`src/rtl/mem_arbiter.sv`:
```
`default_nettype none
// ============================================================================
// Module   : mem_arbiter
// Brief    : Shares a byte-wide RAM port between instruction fetch and
//            load/store, serialising accesses into little-endian byte beats.
// Revision : 1.0 - initial release
// ============================================================================
module mem_arbiter #(
    parameter int ADDR_W = 17
) (
    input  logic              clk,
    input  logic              rst,
    input  logic              if_req_i,
    input  logic [31:0]       if_addr_i,
    input  logic              if_flush_i,
    output logic [31:0]       if_data_o,
    output logic              if_done_o,
    input  logic              mem_req_i,
    input  logic              mem_we_i,
    input  logic [31:0]       mem_addr_i,
    input  logic [1:0]        mem_len_i,
    input  logic              mem_sext_i,
    input  logic [31:0]       mem_wdata_i,
    output logic [31:0]       mem_rdata_o,
    output logic              mem_done_o,
    output logic [ADDR_W-1:0] ram_addr_o,
    output logic [7:0]        ram_dout_o,
    input  logic [7:0]        ram_din_i,
    output logic              ram_wr_o,
    output logic              if_halt_o,
    output logic              mem_halt_o
);

    typedef enum logic [1:0] {
        IDLE  = 2'd0,
        FETCH = 2'd1,
        LOAD  = 2'd2,
        STORE = 2'd3
    } state_t;

    state_t            r_state;
    state_t            w_state_next;
    logic [2:0]        r_cnt;
    logic [2:0]        w_cnt_next;
    logic [ADDR_W-1:0] r_base;
    logic [2:0]        r_len;
    logic              r_sext;
    logic [31:0]       r_wdata;
    logic [31:0]       r_buf;
    logic              r_if_done;
    logic              r_mem_done;
    logic [31:0]       r_if_data;
    logic [31:0]       r_mem_rdata;

    logic              w_accept_mem;
    logic              w_accept_if;
    logic              w_finish;
    logic [ADDR_W-1:0] w_addr;
    logic [7:0]        w_wbyte;
    logic [1:0]        w_lane;
    logic [31:0]       w_assembled;
    logic [31:0]       w_load_result;
    logic [2:0]        w_mem_len_n;
    logic              w_unused;

    assign w_unused    = ^{if_addr_i[31:ADDR_W], mem_addr_i[31:ADDR_W]};
    assign w_addr      = r_base + ADDR_W'(r_cnt);
    assign w_lane      = 2'(r_cnt - 3'd1);
    assign w_mem_len_n = (mem_len_i == 2'd0) ? 3'd1 :
                         (mem_len_i == 2'd1) ? 3'd2 : 3'd4;

    always_comb begin
        w_wbyte = 8'h00;
        case (r_cnt[1:0])
            2'd0:    w_wbyte = r_wdata[7:0];
            2'd1:    w_wbyte = r_wdata[15:8];
            2'd2:    w_wbyte = r_wdata[23:16];
            default: w_wbyte = r_wdata[31:24];
        endcase
    end

    // The byte arriving now belongs to the address driven one beat earlier.
    always_comb begin
        w_assembled = r_buf;
        case (w_lane)
            2'd0:    w_assembled[7:0]   = ram_din_i;
            2'd1:    w_assembled[15:8]  = ram_din_i;
            2'd2:    w_assembled[23:16] = ram_din_i;
            default: w_assembled[31:24] = ram_din_i;
        endcase
    end

    always_comb begin
        w_load_result = w_assembled;
        case (r_len)
            3'd1:    w_load_result = {{24{r_sext & w_assembled[7]}},  w_assembled[7:0]};
            3'd2:    w_load_result = {{16{r_sext & w_assembled[15]}}, w_assembled[15:0]};
            default: w_load_result = w_assembled;
        endcase
    end

    always_comb begin
        w_state_next = r_state;
        w_cnt_next   = r_cnt + 3'd1;
        w_accept_mem = 1'b0;
        w_accept_if  = 1'b0;
        w_finish     = 1'b0;
        ram_addr_o   = '0;
        ram_dout_o   = 8'h00;
        ram_wr_o     = 1'b0;
        case (r_state)
            IDLE: begin
                w_cnt_next = 3'd0;
                // A requester whose done is showing has not dropped its request yet.
                if (mem_req_i && !r_mem_done) begin
                    w_accept_mem = 1'b1;
                    w_state_next = mem_we_i ? STORE : LOAD;
                end else if (if_req_i && !r_if_done) begin
                    w_accept_if  = 1'b1;
                    w_state_next = FETCH;
                end
            end
            FETCH, LOAD: begin
                if (r_cnt < r_len) begin
                    ram_addr_o = w_addr;
                end
                if (r_state == FETCH && if_flush_i) begin
                    w_state_next = IDLE;
                end else if (r_cnt == r_len) begin
                    w_finish     = 1'b1;
                    w_state_next = IDLE;
                end
            end
            STORE: begin
                ram_addr_o = w_addr;
                ram_dout_o = w_wbyte;
                ram_wr_o   = 1'b1;
                if (r_cnt == r_len - 3'd1) begin
                    w_finish     = 1'b1;
                    w_state_next = IDLE;
                end
            end
            default: w_state_next = IDLE;
        endcase
    end

    always_ff @(posedge clk) begin
        if (!rst) begin
            r_state <= IDLE;
            r_cnt   <= 3'd0;
        end else begin
            r_state <= w_state_next;
            r_cnt   <= w_cnt_next;
        end
    end

    always_ff @(posedge clk) begin
        if (!rst) begin
            r_base      <= '0;
            r_len       <= 3'd0;
            r_sext      <= 1'b0;
            r_wdata     <= 32'h0;
            r_buf       <= 32'h0;
            r_if_done   <= 1'b0;
            r_mem_done  <= 1'b0;
            r_if_data   <= 32'h0;
            r_mem_rdata <= 32'h0;
        end else begin
            r_if_done  <= 1'b0;
            r_mem_done <= 1'b0;
            if (w_accept_mem) begin
                r_base  <= mem_addr_i[ADDR_W-1:0];
                r_len   <= w_mem_len_n;
                r_sext  <= mem_sext_i;
                r_wdata <= mem_wdata_i;
                r_buf   <= 32'h0;
            end else if (w_accept_if) begin
                r_base  <= if_addr_i[ADDR_W-1:0];
                r_len   <= 3'd4;
                r_sext  <= 1'b0;
                r_buf   <= 32'h0;
            end else if ((r_state == FETCH || r_state == LOAD) && r_cnt != 3'd0) begin
                r_buf <= w_assembled;
            end
            if (w_finish) begin
                case (r_state)
                    FETCH: begin
                        r_if_done <= 1'b1;
                        r_if_data <= w_assembled;
                    end
                    LOAD: begin
                        r_mem_done  <= 1'b1;
                        r_mem_rdata <= w_load_result;
                    end
                    STORE:   r_mem_done <= 1'b1;
                    default: ;
                endcase
            end
        end
    end

    assign if_done_o   = r_if_done;
    assign if_data_o   = r_if_data;
    assign mem_done_o  = r_mem_done;
    assign mem_rdata_o = r_mem_rdata;
    assign if_halt_o   = if_req_i & ~r_if_done & ~if_flush_i;
    assign mem_halt_o  = mem_req_i & ~r_mem_done;

endmodule
`default_nettype wire

```
`config.mk`:
```
export PLATFORM = sky130hd
export DESIGN_NAME = mem_arbiter
export DESIGN_NICKNAME = d
export VERILOG_FILES = /design/src/rtl/mem_arbiter.sv
export SDC_FILE = /design/constraint.sdc
export NUM_CORES = 1
export LEC_CHECK = 0
export BUFFER_PORTS_ARGS = -buffer_cell sky130_fd_sc_hd__buf_2
export CAP_MARGIN = 20
export CORE_MARGIN = 2
export CORE_UTILIZATION = 45
export CTS_CLUSTER_DIAMETER = 200
export CTS_CLUSTER_SIZE = 28
export DETAILED_ROUTE_END_ITERATION = 10
export GPL_TIMING_DRIVEN = 0
export PLACE_DENSITY_LB_ADDON = 0.15
export SYNTH_ARGS = -nofsm -noshare
export SYNTH_HDL_FRONTEND = slang
export SYNTH_SLANG_ARGS = --single-unit
```
`constraint.sdc`:
```
create_clock -name clk -period 4.4 [get_ports clk]
set_input_delay 0.88 -clock clk [delete_from_list [all_inputs] [get_ports clk]]
set_output_delay 0.88 -clock clk [all_outputs]
set_load 0.02 [all_outputs]
```
# Yosys cells after proc, flatten, opt, wreduce, memory -nomap -nowiden
# Cells that the tools add are included.
[word_totals]
latch_bits = 0
rom_bits = 0
out_inout_bits = 94
ramBits = 0
word_cells = 98
input_bits = 113
memories = 0
reg_bits = 156
[op_classes]
n_shift = 0
n_mul = 0
n_addsub = 4
reduce_logical = 22
mux = 36
eq_ne = 15
magnitude_cmp = 1
div = 0
bitwise_logic = 9
[op_table]
columns = ["operator", "count"]
rows = [
  ["32-bit one-hot mux with 2 select lines", 1],
  ["17-bit 2-to-1 mux", 3],
  ["8-bit 2-to-1 mux", 5],
  ["17-bit one-hot mux with 2 select lines", 1],
  ["8-bit one-hot mux with 3 select lines", 1],
  ["17-bit by 3-bit adder with 17-bit output", 1],
  ["1-bit 2-to-1 mux", 14],
  ["3-bit 2-to-1 mux", 4],
  ["2-bit 2-to-1 mux", 5],
  ["2-bit by 1-bit == test with 1-bit output (second input constant)", 4],
  ["2-bit == test (second input constant)", 4],
  ["2-bit logical NOT", 4],
  ["3-bit == test", 2],
  ["3-bit inequality test (second input constant)", 2],
  ["2-bit one-hot mux with 3 select lines", 1],
  ["2-bit AND reduction", 3],
  ["2-bit OR reduction", 3],
  ["3-bit OR reduction", 2],
  ["1-bit bitwise AND", 5],
  ["1-bit logical AND", 4],
  ["1-bit NOT", 4],
  ["3-bit by 1-bit adder with 3-bit output (second input constant)", 1],
  ["3-bit by 1-bit == test with 1-bit output (second input constant)", 1],
  ["3-bit by 2-bit == test with 1-bit output (second input constant)", 1],
  ["10 further kinds", 11],
]

# Depth between registers and ports, before layout
[logic_depth]
word_depth = 7
ltp_mapped = 9
mapped_depth_nobuf = 7

# Worst setup path after synthesis
# OpenSTA, ideal clock, no wires.
[synth_timing]
path_kind = "register to output"
from = "register r_cnt[1]"
to = "output port ram_addr_o[16]"
n_path_buf = 0
path_stages_with_launch = 7
arrival_ns = 2.057
t_required_ns = 3.520
setup_slack_ns = 1.463
path_cell_list = "dfxtp_1 inv_1 fa_1 nor2b_1 o2111ai_1 nor2_1 mux2i_1"
[synth_between]
elab_chain_len = 3
word_cells_on_any_way = 4
classes_between = "1 x add/sub; 1 x order compare; 2 x mux"
[synth_rtl]
columns = ["item", "line", "rtl"]
rows = [
  ["start: declaration", "43", "logic [2:0] r_cnt;"],
  ["start signal: assignment", "153", "r_cnt <= w_cnt_next;"],
  ["17-bit by 3-bit adder with 17-bit output or 3-bit less-than comparator (tied branches)", "67, 124", ""],
  ["17-bit 2-to-1 mux", "124", "if (r_cnt < r_len) begin"],
  ["17-bit one-hot mux with 2 select lines *", "111", "case (r_state)"],
  ["end: declaration", "26", "output logic [ADDR_W-1:0] ram_addr_o,"],
]
# Mark *: on every way between the ends. The rest lies on a longest branch, timed or not.

# Final worst setup path
[layout_timing]
from = "register r_cnt[1]"
to = "output port ram_dout_o[1]"
[layout_between]
elab_chain_len = 3
word_cells_on_any_way = 5
classes_between = "2 x eq/ne; 2 x mux; 1 x reduce/logical"
[layout_rtl]
columns = ["item", "line", "rtl"]
rows = [
  ["2-bit == test, or another cell as far along", "74", "case (r_cnt[1:0])"],
  ["8-bit one-hot mux with 3 select lines *", "74", ""],
  ["8-bit 2-to-1 mux *", "111", ""],
  ["end: declaration", "27", "output logic [7:0] ram_dout_o,"],
]
# Marked as above.

==> run_results.csv <==
group,metric,value,unit
outcome,status,"finished clean",
grt,grt-ovfl-total,0,
logic_synthesis,syn_inst,869,
sta,worst_slack,0.596,ns
critical_path,start_kind,"flop",
detailed_routing,drt.antenna.violating_nets,0,
floorplan,fp.dieW,134,µm
sta,setup_violations,0,
critical_path,criticalPathCategory,"reg2out",
sta,finalHoldViolCount,0,
critical_path,worst-path-max-fanout,10,
cts,clkSlewWorstSetupHoldPaths,0.06,ns
critical_path,cp-end-kind,"primary output",
sta,grt_setup_unrepaired,"false",
critical_path,r2r-start,"r_cnt[1]",
grt,antenna_found_initial,0,
critical_path,crit_top_cell,"clkbuf_1",
detailed_routing,wl_per_cell,16.7,µm
finish,area_growth,23.5,%
grt,grt_pass1_wl,33900,µm
cts,cts_resized,0,
critical_path,cp_top_family,"buffers and inverters",
min_path,whs_endpoint,"if_data_o[19]",
cts,post-cts-setup-buffer-count,0,
job,max_cap_violations,0,
grt,track_usage,0.240,
cts,cts_root_buf,"clkbuf_16",
critical_path,ff2ff_path_depth,7,
critical_path,crit_buf_inv,4,
place,gp_congestion,0.864,
floorplan,rows,47,
min_path,hp-start,"if_data_o[19]",
min_path,hold_path_class,"reg2reg",
cts,numCtsBuffers,17,
critical_path,path_cells,"ha_1, clkbuf_1, clkbuf_1, buf_1, a21oi_1, nor2_1, buf_2",
floorplan,num_io_pins,207,
floorplan,dieHeight,134,µm
power_and_ir_drop,total_leakage_power,3.96,nW
logic_synthesis,syn_avg_cell_area,8.71,µm²
sta,tightestPinTransition,0.874,ns
sta,slew_headroom,0.416,
cts,clk-insertion-delay-late,0.43,ns
detailed_routing,routed_wl,21600,µm
critical_path,cp.arrival,2.92,ns
logic_synthesis,synth_ff_type,"dfxtp_1",
place,hpwl,16200,µm
min_path,min_delay_path_depth,2,
cts,htree_levels,4,
sta,finalClockSkew,0.00923,ns
logic_synthesis,yosysWarningCount,0,
logic_synthesis,synth-edff-count,0,
finish,final_cells,1297,
critical_path,cp_data_required_time,3.52,ns
finish,fin_util,0.566,
detailed_routing,dr.pass1.iters,8,
place,dpl_cell_area,8720,µm²
cts,cts_hold_buffers,0,
finish,mostFrequentLayoutCells,"buf_2, dfxtp_1, nand2_1, nor2_1, clkbuf_1",
cts,cts.path.max_buffers,2,
detailed_routing,vias,7119,
detailed_routing,post-route-drc-count,0,
sta,fin_crit,3.80,ns
detailed_routing,viasPerCell,5.49,
sta,fmax,263,MHz
finish,final_area,9350,µm²
power_and_ir_drop,powerDensity,487,nW/µm²
sta,fin_crit_sh,0.865,
finish,drive_gt1_frac,0.243,
critical_path,slowest_delay,0.54,ns
critical_path,r2r_slack,1.60,ns
critical_path,crit_path_top_delay_cell,"clkbuf_1",
finish,num-fill-cells,1574,
cts,cts.sinks,156,
finish,nets,1200,
floorplan,die_area,17900,µm²
logic_synthesis,syn-num-nets,1004,
logic_synthesis,synth_cell_type_count,54,
floorplan,core,16500,µm²
finish,final_common_cell,"buf_2",
detailed_routing,drtIter0Drc,682,
sta,fin_hold_ws,0.452,ns
finish,diodes,0,
critical_path,r2r-end,"mem_rdata_o[27]",
floorplan,initial_core_util,0.458,
grt,grt_start_max_net_pins,17,
place,pre_cts_ws,1.09,ns
cts,cts_tree,"built",
power_and_ir_drop,max-vdd-ir-drop,313,µV
logic_synthesis,ys_ff_latch,156,
place,dp.cells,1265,
logic_synthesis,yosysSeqAreaShare,0.413,
sta,drv_slew,0,
grt,grt_pass1_vias,6584,
logic_synthesis,syn_area,7570,µm²
sta,timing.setup.tns,0,ns
place,io_buffer_count,176,
logic_synthesis,postSynth.asyncResetShare,0,
power_and_ir_drop,finalPower,4.55,mW
[cell families after synthesis]
family / after synthesis / share of synthesized area
AO/OA/AOI/OAI: 189 / 0.187
XOR/XNOR: 10 / 0.0136
adder cells (fa/ha/maj): 22 / 0.0374
buffers and inverters: 88 / 0.0479
flip-flops: 156 / 0.413
multiplexers: 77 / 0.106
AND/OR/NAND/NOR: 327 / 0.195
[cells in the mapped netlist, types with 4 or more instances]
cell	count	area (µm²)
a211oi_1	9	67.6
a21oi_1	49	245
a222oi_1	24	240
a311oi_1	17	149
and3_1	4	25.0
buf_1	8	30.0
buf_2	5	25.0
clkbuf_1	56	210
dfxtp_1	156	3120
ha_1	21	263
inv_1	14	52.6
mux2_2	25	282
mux2i_1	52	521
nand2_1	154	578
nand2b_1	4	25.0
nand3_1	8	40.0
nand3b_1	5	37.5
nand4_1	41	257
nor2_1	84	315
nor2b_1	5	31.3
nor3_1	4	20.0
o211a_1	7	70.1
o211ai_1	12	90.1
o21ai_0	4	20.0
o21ai_1	24	120
o22ai_1	7	43.8
o31ai_1	5	37.5
o31ai_2	15	188
or4_1	6	45.0
xor2_1	7	61.3
[power by group]
group,leakage (nW),switching (mW),internal [mW]
clock network,0.301,0.591,0.949
logic,2.39,0.840,0.472
registers,1.27,0.133,1.57
total,3.96,1.56,2.99
[routing by layer]
metal | up-vias | track usage | share of wire
li1 | 3542 | - | -
met1 | 3277 | 0.332 | 0.47
met2 | 269 | 0.380 | 0.45
met3 | 31 | 0.0400 | 0.060
met4 | 0 | 0.0845 | 0.022
met5 | - | 0 | 0
[layout make-up]
type,count,area (µm²),area share
clock buffer,21,480,0.0514
buffer,73,307,0.0328
tap,220,275,0.0294
timing repair buffer,177,888,0.0950
inverter,15,56.3,0.00602
sequential,156,3120,0.334
multi-input combinational,625,4080,0.437
clock inverter,10,138,0.0147
[worst reg2reg max path, cell delays in order, from the launching register on]
cell,delay (ns)
dfxtp_1,0.39
inv_1,0.22
ha_1,0.19
clkbuf_1,0.52
mux2_2,0.51
clkbuf_1,0.28
a222oi_1,0.47
o31ai_2,0.08
[sequential cells by signal (all words and copies together), names as in the netlist, 2 cells and up]
signal / flops
r_buf: 32
r_base: 17
r_state: 2
r_len: 3
if_data_o: 32
mem_rdata_o: 32
r_cnt: 3
r_wdata: 32
[worst max path at each step]
stage               cells past startpoint  slack, ns      from             end
finish                                  7       0.60  r_cnt[1]   ram_dout_o[1]
global route                            8       0.39  r_cnt[1]   ram_dout_o[6]
floorplan                               6       1.46  r_cnt[1]  ram_addr_o[16]
CTS                                     8       0.64  r_cnt[1]   ram_dout_o[6]
detailed placement                      8       1.09  r_cnt[1]   ram_dout_o[6]
global placement                        7       1.05  r_cnt[1]   ram_dout_o[1]
Power figures use the tool's default switching activity.
